**config.mk**
```make
export PLATFORM = sky130hd
export DESIGN_NAME = pc_seq_ctrl
export DESIGN_NICKNAME = d
export VERILOG_FILES = /design/src/rtl/pc_seq_ctrl.sv
export SDC_FILE = /design/constraint.sdc
export NUM_CORES = 1
export LEC_CHECK = 0
export BUFFER_PORTS_ARGS = -buffer_cell sky130_fd_sc_hd__buf_4
export CELL_PAD_IN_SITES_DETAIL_PLACEMENT = 1
export CELL_PAD_IN_SITES_GLOBAL_PLACEMENT = 1
export CORE_AREA = 2 2 131 133
export DETAILED_ROUTE_END_ITERATION = 12
export DIE_AREA = 0 0 133 135
export MAX_ROUTING_LAYER = met4
export PLACE_DENSITY = 0.75
export SLEW_MARGIN = 20
export SYNTH_ARGS = -nofsm -noshare
export SYNTH_HDL_FRONTEND = slang
export SYNTH_SLANG_ARGS = --single-unit
```
**constraint.sdc**
```tcl
create_clock -name clk -period 8.4 [get_ports clk]
set_input_delay 1.68 -clock clk [delete_from_list [all_inputs] [get_ports clk]]
set_output_delay 1.68 -clock clk [all_outputs]
set_load 0.01 [all_outputs]
```
**src/rtl/pc_seq_ctrl.sv**
```systemverilog
// pc_seq_ctrl: fetch/execute sequencer driving the PC block, with a small return-address stack
// for call/ret and a saturating retired-instruction counter.
module pc_seq_ctrl #(
    parameter int ADDR_W    = 16,
    parameter int RAS_DEPTH = 4
) (
    input  logic              clk,
    input  logic              reset,
    input  logic              start,
    input  logic [ADDR_W-1:0] cur_instr_addr,
    output logic              imem_req,
    input  logic              imem_ack,
    input  logic [2:0]        br_op,
    input  logic              br_cond,
    input  logic [ADDR_W-1:0] br_target,
    output logic              pc_enable,
    output logic              pc_reset,
    output logic [1:0]        pc_jump_mode,
    output logic              pc_cond_skip,
    output logic [ADDR_W-1:0] pc_jump_addr,
    output logic              busy,
    output logic              done,
    output logic              ras_overflow,
    output logic              ras_underflow,
    output logic [15:0]       instr_count
);
    localparam int IDX_W = $clog2(RAS_DEPTH);
    localparam int SP_W  = IDX_W + 1;
    typedef enum logic [2:0] {IDLE, CLEAR, FETCH, EXEC, DONE} state_t;
    state_t state, state_n;
    logic [2:0]        op_q;
    logic              cond_q;
    logic [ADDR_W-1:0] target_q, ret_q;
    logic [ADDR_W-1:0] ras [RAS_DEPTH];
    logic [SP_W-1:0]   sp, sp_m1;
    logic              full, empty, ovf, unf, stop, push, pop;
    assign sp_m1 = sp - 1'b1;
    assign full  = sp == SP_W'(RAS_DEPTH);
    assign empty = sp == '0;
    assign ovf   = op_q == 3'd4 && full;
    assign unf   = op_q == 3'd5 && empty;
    assign stop  = ovf || unf || op_q == 3'd6;
    always_comb begin
        state_n      = state;
        imem_req     = 1'b0;
        pc_enable    = 1'b0;
        pc_reset     = 1'b0;
        pc_jump_mode = 2'b00;
        pc_cond_skip = 1'b0;
        pc_jump_addr = '0;
        busy         = 1'b0;
        done         = 1'b0;
        push         = 1'b0;
        pop          = 1'b0;
        case (state)
            IDLE:  state_n = start ? CLEAR : IDLE;
            CLEAR: begin
                busy     = 1'b1;
                pc_reset = 1'b1;
                state_n  = FETCH;
            end
            FETCH: begin
                busy     = 1'b1;
                imem_req = 1'b1;
                state_n  = imem_ack ? EXEC : FETCH;
            end
            EXEC: begin
                busy         = 1'b1;
                pc_enable    = !stop;
                state_n      = stop ? DONE : FETCH;
                push         = op_q == 3'd4 && !full;
                pop          = op_q == 3'd5 && !empty;
                pc_jump_mode = op_q == 3'd1 ? 2'b01 :
                               op_q == 3'd2 ? 2'b10 :
                               (op_q == 3'd3 || push || pop) ? 2'b11 : 2'b00;
                pc_cond_skip = op_q == 3'd1 && cond_q;
                pc_jump_addr = pop ? ras[sp_m1[IDX_W-1:0]] :
                               (op_q == 3'd3 || push) ? target_q : '0;
            end
            DONE: begin
                done    = 1'b1;
                state_n = start ? CLEAR : DONE;
            end
            default: state_n = IDLE;
        endcase
    end
    always_ff @(posedge clk or posedge reset) begin
        if (reset) begin
            state         <= IDLE;
            op_q          <= '0;
            cond_q        <= 1'b0;
            target_q      <= '0;
            ret_q         <= '0;
            sp            <= '0;
            instr_count   <= '0;
            ras_overflow  <= 1'b0;
            ras_underflow <= 1'b0;
            for (int i = 0; i < RAS_DEPTH; i++) ras[i] <= '0;
        end else begin
            state <= state_n;
            if (state == FETCH && imem_ack) begin
                op_q     <= br_op;
                cond_q   <= br_cond;
                target_q <= br_target;
                ret_q    <= cur_instr_addr + ADDR_W'(1);
            end
            if (state == CLEAR) begin
                sp            <= '0;
                instr_count   <= '0;
                ras_overflow  <= 1'b0;
                ras_underflow <= 1'b0;
            end
            if (push) begin
                ras[sp[IDX_W-1:0]] <= ret_q;
                sp                 <= sp + 1'b1;
            end
            if (pop) sp <= sp_m1;
            // stack faults end the run without retiring the offending instruction
            if (state == EXEC) begin
                ras_overflow  <= ras_overflow | ovf;
                ras_underflow <= ras_underflow | unf;
                if (!(ovf || unf) && instr_count != 16'hFFFF) instr_count <= instr_count + 1'b1;
            end
        end
    end
endmodule
```
---- Yosys cells after proc, flatten, opt, wreduce, memory -nomap -nowiden ----
Cells that the tools add are included.
storage, ports and cells
  bits of input ports ..................... 40
  flip-flop bits (word level) ............. 124
operators by class
  bitwise gates (word level) .............. 4
  equal/unequal tests ..................... 12
  $lt $le $gt $ge ......................... 3
  add/sub/neg operators ................... 4
  reduce and logical (&&, ||, !) cells .... 21
  multiplexer cells ....................... 35
operators by type and width
  operator                 count
  $mux W16                 9
  $bwmux W64               1
  $add A16 B1 Y16 const B  2
  $bmux W16 S2             1
  $demux W16 S2            1
  $ne A16 B16 Y1 const B   1
  $eq A3 B3 Y1 const B     5
  $mux W3                  5
  $pmux W3 S5              1
  $mux W1                  13
  $eq A3 B2 Y1 const B     4
  $logic_and A1 B1 Y1      8
  $mux W2                  4
  $eq A3 B1 Y1 const B     2
  $ge A3 B3 Y1 const B     2
  $logic_not A3 Y1         2
  $not A2 Y3               2
  $logic_not A1 Y1         4
  $logic_or A1 B1 Y1       4
  $add A3 B1 Y3 const B    1
  $lt A3 B1 Y1 const B     1
  $reduce_bool A3 Y1       1
  $reduce_or A3 Y1         1
  $sub A3 B1 Y3 const B    1
  other kinds (2)          3

---- Logic depth before layout (Yosys ltp) ----
Gate-level depths: netlist of run 1.
  depth in word-level cells ............... 9
  gate-level depth with buffers ........... 10

---- Worst setup path after synthesis of run 1 ----
Ideal clock, no wire load.
  path kind ............................... register -> output
  start ................................... reg sp[0]
  end ..................................... out pc_jump_addr[11]
  data arrival time ....................... 2.981 ns
  stages on the path, launching flop included .. 10
  path slack .............................. 3.739 ns
  cell sequence ........................... dfrtp_1 > clkbuf_1 > clkbuf_1 > inv_1 > ha_1 > buf_2 > buf_1 > mux4_2 > a22oi_1 > nor2_1
between the ends
  word-level cells in the longest chain between the ends .. 7
  elaborated cells on any way between the ends .. 15
  classes of those cells .................. add/sub: 1; eq/ne: 1; mux: 6; bitwise: 1; reduce/logical: 6
ends and longest elaborated chain
  item                                                                  line    source
  from (decl)                                                           35      logic [SP_W-1:0] sp, sp_m1;
  from (signal assigned)                                                115     sp <= sp + 1'b1;
  from (signal assigned)                                                117     if (pop) sp <= sp_m1;
  $sub A3 B1 Y3 or $eq A3 B3 Y1 (tied branches)                         37, 38
  $not A2 Y3 (not written as such) or $logic_not A1 Y1 (tied branches)  77, 71
  $bmux W16 S2 or $logic_and A1 B1 Y1 (tied branches)                   77, 71
  $mux W16 (not written as such) or $logic_or A1 B1 Y1 (tied branches)  77, 78
  $mux W16, on equally long branches                                    77, 78
  $mux W16 *                                                            77      pc_jump_addr = pop ? ras[sp_m1[IDX_W-1:0]] :
  $mux W16 *                                                            55      case (state)
  to (decl)                                                             20      output logic [ADDR_W-1:0] pc_jump_addr,
Mark *: on every way between the ends. The rest lies on a longest branch, timed or not. The select of a mux whose other input is x is not followed.

---- Worst setup path after layout of run 1 ----
  start ................................... reg sp[0]
  end ..................................... out pc_jump_addr[14]
Same word-level chain as after synthesis.

==> summary.md, run 1 <==
| Metric | Value |
|---|---|
| Outcome | completed |
| Detail-routed net length per standard cell | 18.8 um |
| Global Route Usage Sum | 19.8% |
| Worst setup EP type | output pin |
| Count of H-tree levels built during CTS | 4 |
| Worst-skew pair later-pin latency | 420 ps |
| Detail Route Antenna Nets | 0 |
| Minimum period implied by the final worst setup slack | 5230 ps |
| CTS tree | yes |
| Antenna diode count | 0 |
| Final count of negative-setup-slack endpoints | 0 |
| Clock tree root buffer cell | clkbuf_16 |
| Most frequently used flop master after synthesis | dfrtp_1 |
| Vertical extent of the die | 135 um |
| NumNets Final | 682 |
| Most numerous cell types in the synthesized netlist | 124 x dfrtp_1, 94 x nand2_1, 66 x mux2_2 |
| Register-to-Register Path Depth | 6 |
| Post-synth ARST share | 100% |
| Reg-to-reg critical path endpoint | ras[40] |
| Cell types with the largest area share after synthesis | dfrtp_1 50%, mux2_2 12%, mux4_2 5.8% |
| Max_cap viols | 0 |
| Worst ir drop on vdd | 0.184 mV |
| Number of distinct library cell variants in the gate-level netlist after synthesis | 53 |
| Global-route wire length before repair | 26900 um |
| Number of cells on the worst hold path | 2 |
| Standard-cell rows | 47 |
| Routed via count | 4718 |
| Number of buffer cells added on primary ports | 81 |
| Clk pin slew, worst setup/hold paths | 50 ps |
| Highest clock frequency the design can meet | 191 MHz |
| Gpl congestion | 0.791 |
| Number of global-route vias before repair | 5076 |
| Number of antenna violations at the first check in global routing | 0 |
| Detailed placer's ending HPWL | 11200 um |
| Cell count after placement | 835 |
| Layout cells sized above 1 | 32.0% |
| Crit path to | pc_jump_addr[14] |
| Final routed wirelength across all metal layers | 16200 um |
| Most used standard cell by instance count after synthesis | dfrtp_1 |
| Critical Path Source Type | flop |
| Area growth from synthesis to layout | 21.5% |
| Flops & latches, synth | 124 |
| Clock tree buffer depth | 2 |
| Overall die area | 0.0180 sq mm |
| Final hold violation count | 0 |
| Portion of the clock cycle consumed by the worst path in the final layout | 62.3% |
| Vias per cell | 5.46 |
| Core footprint | 0.0164 sq mm |
| Data required time at the worst endpoint | 6720 ps |
| Post-CTS setup repair buffer count | 0 |
| Hold/Removal Path Class | flop to flop |
| Count of instances resized after the clock tree is built | 0 |
| Worst setup skew after layout | 7.03 ps |
| Synthesized instance count | 563 |
| Number of filler cells placed in the layout | 1765 |
| Setup total negative slack | 0 ps |
| Leakage power figure | 3.52 nW |
| Cell area after technology mapping | 0.00619 sq mm |
| Number of remaining DRC errors | 0 |
| Area leader, netlist | dfrtp_1 |
| Power per standard cell area | 337 mW/mm^2 |
| Pin count of the biggest net entering global routing | 83 |
| Worst reg-to-reg setup slack | 5280 ps |
| Starting Density | 37.7% |
| Start of the worst register-to-register path | sp[0] |
| Aggregate global routing overflow | 0 |
| Post-CTS Hold Fix Bufs | 0 |
| Data arrival time of the critical path | 3550 ps |
| RSZ-0062 raised after global routing | no |
| Number of search-and-repair iterations in the first detailed-routing pass | 4 |
| Seq/Total Area, Yosys | 50.1% |
| Total clock buffers created by CTS | 17 |
| Number of design-rule violations left by the first detailed-router iteration | 273 |
| Start-to-end type of the worst setup path | flop to output pin |
| Worst-Margin Slew | 1020 ps |
| Headroom to the max-slew limit | 32.2% |
| Crit Path Max Fanout | 19 |
| Number of synthesized flops with an enable pin | 0 |
| Number of sinks handled by clock tree synthesis | 124 |
| Non-filler cells in the finished layout | 864 |
| Area fraction of the dominant cell type after synthesis | 50.1% |
| Hold path start | target_q[6] |
| Number of warning messages in the yosys log | 0 |
| Die width | 133 um |
| Slew Viols, Final | 0 |
| Ports placed on the boundary | 82 |
| Syn_nets | 610 |
| Launching instance or port of the critical path | sp[0] |
| Avg Inst Size Synth | 11.0 sq um |
-- layer usage --
metal | wire length (um) | track usage, %
met2 | 8370 | 33.9
met4 | 278 | 7.35
met3 | 537 | 3.94
met5 | 0 | -
met1 | 7030 | 23.3
-- where the power goes --
group	total (mW)	switching, mW	internal (mW)
Clock	0.686	0.252	0.433
Combinational	0.810	0.415	0.395
Sequential	1.04	0.211	0.829
-- state kept, by name, summed over array words and instances, names as in the netlist --
signal	flops
cond_q	1
instr_count	16
op_q	3
ras	64
ras_overflow	1
ras_underflow	1
ret_q	16
sp	3
state	3
target_q	16
-- per-stage QoR --
step | total power, mW | hold slack [ps] | setup slack (ps) | util (%) | instance area, sq um
after detailed placement | 1.86 | 472 | 3180 | 42.4 | 6960
final | 2.54 | 479 | 3170 | 45.8 | 7520
after CTS | 2.56 | 485 | 2710 | 45.7 | 7500
after global routing | 2.70 | 509 | 2860 | 45.8 | 7520
after floorplan | 1.56 | 438 | 3420 | - | 6190
after global placement | 1.79 | 459 | 3350 | 42.4 | 6960
-- cells in the final DEF (no fill, tap or decap), types with 6 or more instances in the layout --
cell,n
nand4_1,9
a21oi_1,7
buf_4,85
nor2_1,40
mux4_2,16
dfrtp_1,124
and3_1,7
ha_1,6
nor3_1,9
a22oi_1,16
a31oi_1,9
nor4_1,6
and4_1,8
a221o_1,12
nand3_1,18
xor2_1,6
nand2_1,94
mux2_2,66
o21ai_0,12
clkbuf_16,17
and2_1,7
-- worst min-delay path by stage --
| stage | endpoint | slack, ps |
|---|---|---|
| 2_1_floorplan | cond_q | 440 |
| 5_1_grt | target_q[6] | 510 |
| 3_5_place_dp | target_q[6] | 470 |
| 4_1_cts | target_q[6] | 490 |
| 3_3_place_gp | cond_q | 460 |
| 6_report | target_q[6] | 480 |
-- cell families (layout without fill, tap and decap cells) --
family | Yosys count | in the layout | share of synthesized area, %
AND/OR/NAND/NOR | 225 | 225 | 17.7
flip-flops | 124 | 124 | 50.1
multiplexers | 83 | 83 | 18.0
AO/OA/AOI/OAI | 74 | 74 | 8.63
buffers and inverters | 41 | 122 | 2.93
XOR/XNOR | 9 | 9 | 1.27
adder cells (fa/ha/maj) | 7 | 7 | 1.41
-- worst max-delay path, stage by stage, from the launching register on --
cell     delay, ps
dfrtp_1       1010
inv_1          290
ha_2           810
mux4_2         580
a22oi_1        210
nor2_1          70
buf_4          140
-- layout make-up --
class                      instances  area, sq um  area share (%)
timing repair buffer              87          661            8.78
clock buffer                      19          443            5.89
clock inverter                     9          100            1.33
tap                              220          275            3.66
sequential                       124         3100            41.3
multi-input combinational        398         2910            38.7
inverter                           7         28.8           0.383
Note: power is estimated with default switching activity, not from simulation.
==> run 2, diff against run 1 <==
Settings changed: ABC_AREA set to 1, CORE_AREA 2 2 131 133 to 2 2 135 137, DIE_AREA 0 0 133 135 to 0 0 137 139, PLACE_DENSITY 0.75 to 0.8.
Clock period 8.4 ns to 5.3 ns, I/O delays scaled along.
==> run 2 against run 1 <==
Wire length rose by 18%. Clock skew rose by 3.4 ps. Synthesized cell count rose by 54%. Die area rose by 6.1%. Critical path depth rose by 1. Combinational power rose by 79%. Sequential share of layout area fell by 1.7 points. Global-route usage rose by 2.2 points. Area after synthesis rose by 6.7%. Clock power rose by 66%. Final cell count rose by 36%.
==> summary.md, run 2 <==
| Metric | Value |
|---|---|
| Area of the multi-input gates | 0.00298 sq mm |
| Critical Path Slowest Stage Cell | ha_1 |
| Highest clock frequency the design can meet | 272 MHz |
| Worst ir drop on vdd | 0.283 mV |
| Crit Path Max Fanout | 34 |
| Overall die area | 0.0190 sq mm |
| Worst setup EP type | output pin |
| Most used standard cell by instance count after synthesis | nand2_1 |
| Most common cell after layout, fill and taps aside | nand2_1 |
| Number of sinks handled by clock tree synthesis | 124 |
| Vias per cell | 5.00 |
| Minimum period implied by the final worst setup slack | 3670 ps |
| Reg-to-reg critical path endpoint | instr_count[7] |
| Routed via count | 5890 |
| Number of synthesized flops with an enable pin | 0 |
| Number of distinct library cell variants in the gate-level netlist after synthesis | 35 |
| Global-route wire length before repair | 31700 um |
| Gpl congestion | 0.811 |
| Worst hold margin | 482 ps |
| Aggregate global routing overflow | 0 |
| Core footprint | 0.0177 sq mm |
| Final count of negative-setup-slack endpoints | 0 |
| Max_cap viols | 0 |
| Biggest cell delay along the critical path | 960 ps |
| Combinational group share of total power | 36.5% |
| Clock tree root buffer cell | clkbuf_16 |
| Count of H-tree levels built during CTS | 4 |
| Avg Inst Size Synth | 7.62 sq um |
| Pin count of the biggest net entering global routing | 63 |
| Ordered cell list for the critical path | inv_1, ha_1, o21ai_0, nand2_1, nand2_1, nor2_1, buf_4 |
| Cell area after technology mapping | 0.00661 sq mm |
| Outcome | completed |
| Category of cells accounting for the largest share of critical-path delay | adder cells |
| Most frequent cells in the layout | 290 x nand2_1, 124 x dfrtp_1, 111 x nor2_1 |
| Most numerous cell types in the synthesized netlist | 290 x nand2_1, 124 x dfrtp_1, 111 x nor2_1 |
| Top reg by flops | ras |
| Most frequently used flop master after synthesis | dfrtp_1 |
| Number of buffer cells added on primary ports | 81 |
| Power per standard cell area | 507 mW/mm^2 |
| Layout cells sized above 1 | 16.7% |
| Area growth from synthesis to layout | 18.8% |
| Clock tree buffer depth | 2 |
| Hold/Removal Path Class | flop to flop |
| Total clock buffers created by CTS | 17 |
| Number of antenna violations at the first check in global routing | 0 |
| Seq/Total Area, Yosys | 47.0% |
| Count of instances resized after the clock tree is built | 0 |
| Reported net switching power | 1.64 mW |
| Worst reg-to-reg setup slack | 3380 ps |
| Worst setup skew after layout | 10.4 ps |
| Area taken by flip-flops and latches | 0.00310 sq mm |
| Final design instance area without fill | 0.00785 sq mm |
| Number of cells on the worst hold path | 2 |
| Max FFs per register | 64 |
| NumNets Final | 982 |
| Placed Instance Area | 0.00728 sq mm |
| Start-to-end type of the worst setup path | flop to output pin |
| Cell type with the highest occurrence count on the critical path | nand2_1 |
| Flops & latches, synth | 124 |
| Critical Path Source Type | flop |
| Proportion of power drawn by the clock network | 28.6% |
| Register-to-Register Path Depth | 7 |
| Final core utilization | 44.5% |
| Area fraction of the dominant cell type after synthesis | 47.0% |
| Number of search-and-repair iterations in the first detailed-routing pass | 4 |
| Number of design-rule violations left by the first detailed-router iteration | 263 |
| Synthesized instance count | 867 |
| Detail Route Antenna Nets | 0 |
| Post-CTS setup repair buffer count | 0 |
| Number of filler cells placed in the layout | 2213 |
| Buffering stage count on the worst path with inverters included | 2 |
| Share of total power consumed by net switching | 41.0% |
| Design internal power | 2.35 mW |
| Worst-Margin Slew | 1010 ps |
| Portion of the clock cycle consumed by the worst path in the final layout | 69.3% |
| Clk pin slew, worst setup/hold paths | 60 ps |
| Number of global-route vias before repair | 6137 |
| Number of remaining DRC errors | 0 |
| Antenna diode count | 0 |
| Final routed wirelength across all metal layers | 19100 um |
| Number of warning messages in the yosys log | 0 |
| Syn_nets | 914 |
| Leakage power figure | 3.88 nW |
| Worst-skew pair later-pin latency | 430 ps |
| Relative contribution of sequential cells to total power | 35.0% |
| Detailed placer's ending HPWL | 13200 um |
| Setup total negative slack | 0 ps |
| CTS tree | yes |
| Post-synth ARST share | 100% |
| RSZ-0062 raised after global routing | no |
| Global Route Usage Sum | 22.0% |
| Area leader, netlist | dfrtp_1 |
| Vertical extent of the die | 139 um |
| Standard-cell rows | 49 |
| Data required time at the worst endpoint | 4240 ps |
| Die width | 137 um |
| Start of the worst register-to-register path | state[2] |
| Post-CTS Hold Fix Bufs | 0 |
| Hold path start | target_q[8] |
| Cell types with the largest area share after synthesis | dfrtp_1 47%, nand2_1 16%, nor2_1 6.3% |
| Slew Viols, Final | 0 |
| Data arrival time of the critical path | 2610 ps |
| Worst hold endpoint | target_q[8] |
| Headroom to the max-slew limit | 32.6% |
| Detail-routed net length per standard cell | 16.2 um |
| Launching instance or port of the critical path | sp[1] |
| Final hold violation count | 0 |
| Starting Density | 37.4% |
| Levels on crit path | 7 |
| Ports placed on the boundary | 82 |
-- run 2: changes by cell type after synthesis, moves of 13 or more --
| cell | before | now |
|---|---|---|
| nand2_1 | 94 | 290 |
| nor2_1 | 40 | 111 |
| mux2_2 | 66 | 0 |
| o21ai_1 | 1 | 61 |
| inv_1 | 6 | 62 |
| nand3_1 | 18 | 43 |
| o21ai_0 | 12 | 36 |
| a22oi_1 | 16 | 0 |
| mux4_2 | 16 | 0 |
| a21oi_1 | 7 | 20 |
| buf_6 | 1 | 14 |
| clkbuf_1 | 20 | 7 |
| o21ai_2 | 0 | 13 |
-- run 2: logic make-up after synthesis --
logic type                 Yosys count  share of synthesized area (%)
xor gates and xnor gates            14                           1.86
buffers and inverters              107                           8.01
adders and majority gates            7                           1.33
AOI/OAI and AO/OA                  142                           11.9
and+or+nand+nor                    473                           30.0
DFF                                124                           47.0
-- run 2: metal layers --
metal | vias to the layer above | routed length (um) | GRT usage, %
met5 | - | 0 | -
met4 | 0 | 322 | 7.33
met3 | 29 | 467 | 3.51
met2 | 96 | 10100 | 38.6
met1 | 2879 | 8200 | 25.2
li1 | 2886 | - | -
-- run 2: tightest hold or removal path, stage by stage, from the launching register on --
cell     delay [ps]
dfrtp_1         340
nand2_1          60
nand2_1          50
-- run 2: area by class of cell --
cell class	instances	area share, %
timing repair buffer	86	8.22
tap	229	3.65
clock buffer	18	5.59
multi-input combinational	636	37.9
clock inverter	14	1.72
sequential	124	39.5
inverter	70	3.41
-- run 2: power by group through the flow --
stage	sequential, mW	combinational, mW	clock [mW]
after floorplan	1.36	1.04	0
after global routing	1.43	1.66	1.20
after CTS	1.39	1.48	1.15
final	1.39	1.45	1.14
after global placement	1.39	1.44	0
after detailed placement	1.40	1.46	0
-- run 2: how the worst max path moves through the flow --
stage                 endpoint
5_1_grt        pc_jump_addr[1]
3_3_place_gp   pc_jump_addr[0]
4_1_cts        pc_jump_addr[0]
3_5_place_dp   pc_jump_addr[0]
2_1_floorplan           cond_q
6_report       pc_jump_addr[1]
-- run 2: metrics by stage --
step / instances / setup WS [ps] / power, mW
finish: 1177 / 1630 / 3.99
CTS: 1177 / 1600 / 4.02
global placement: 1145 / 2140 / 2.83
detailed placement: 1145 / 2090 / 2.86
floorplan: 867 / 941 / 2.41
global route: 1177 / 1310 / 4.28
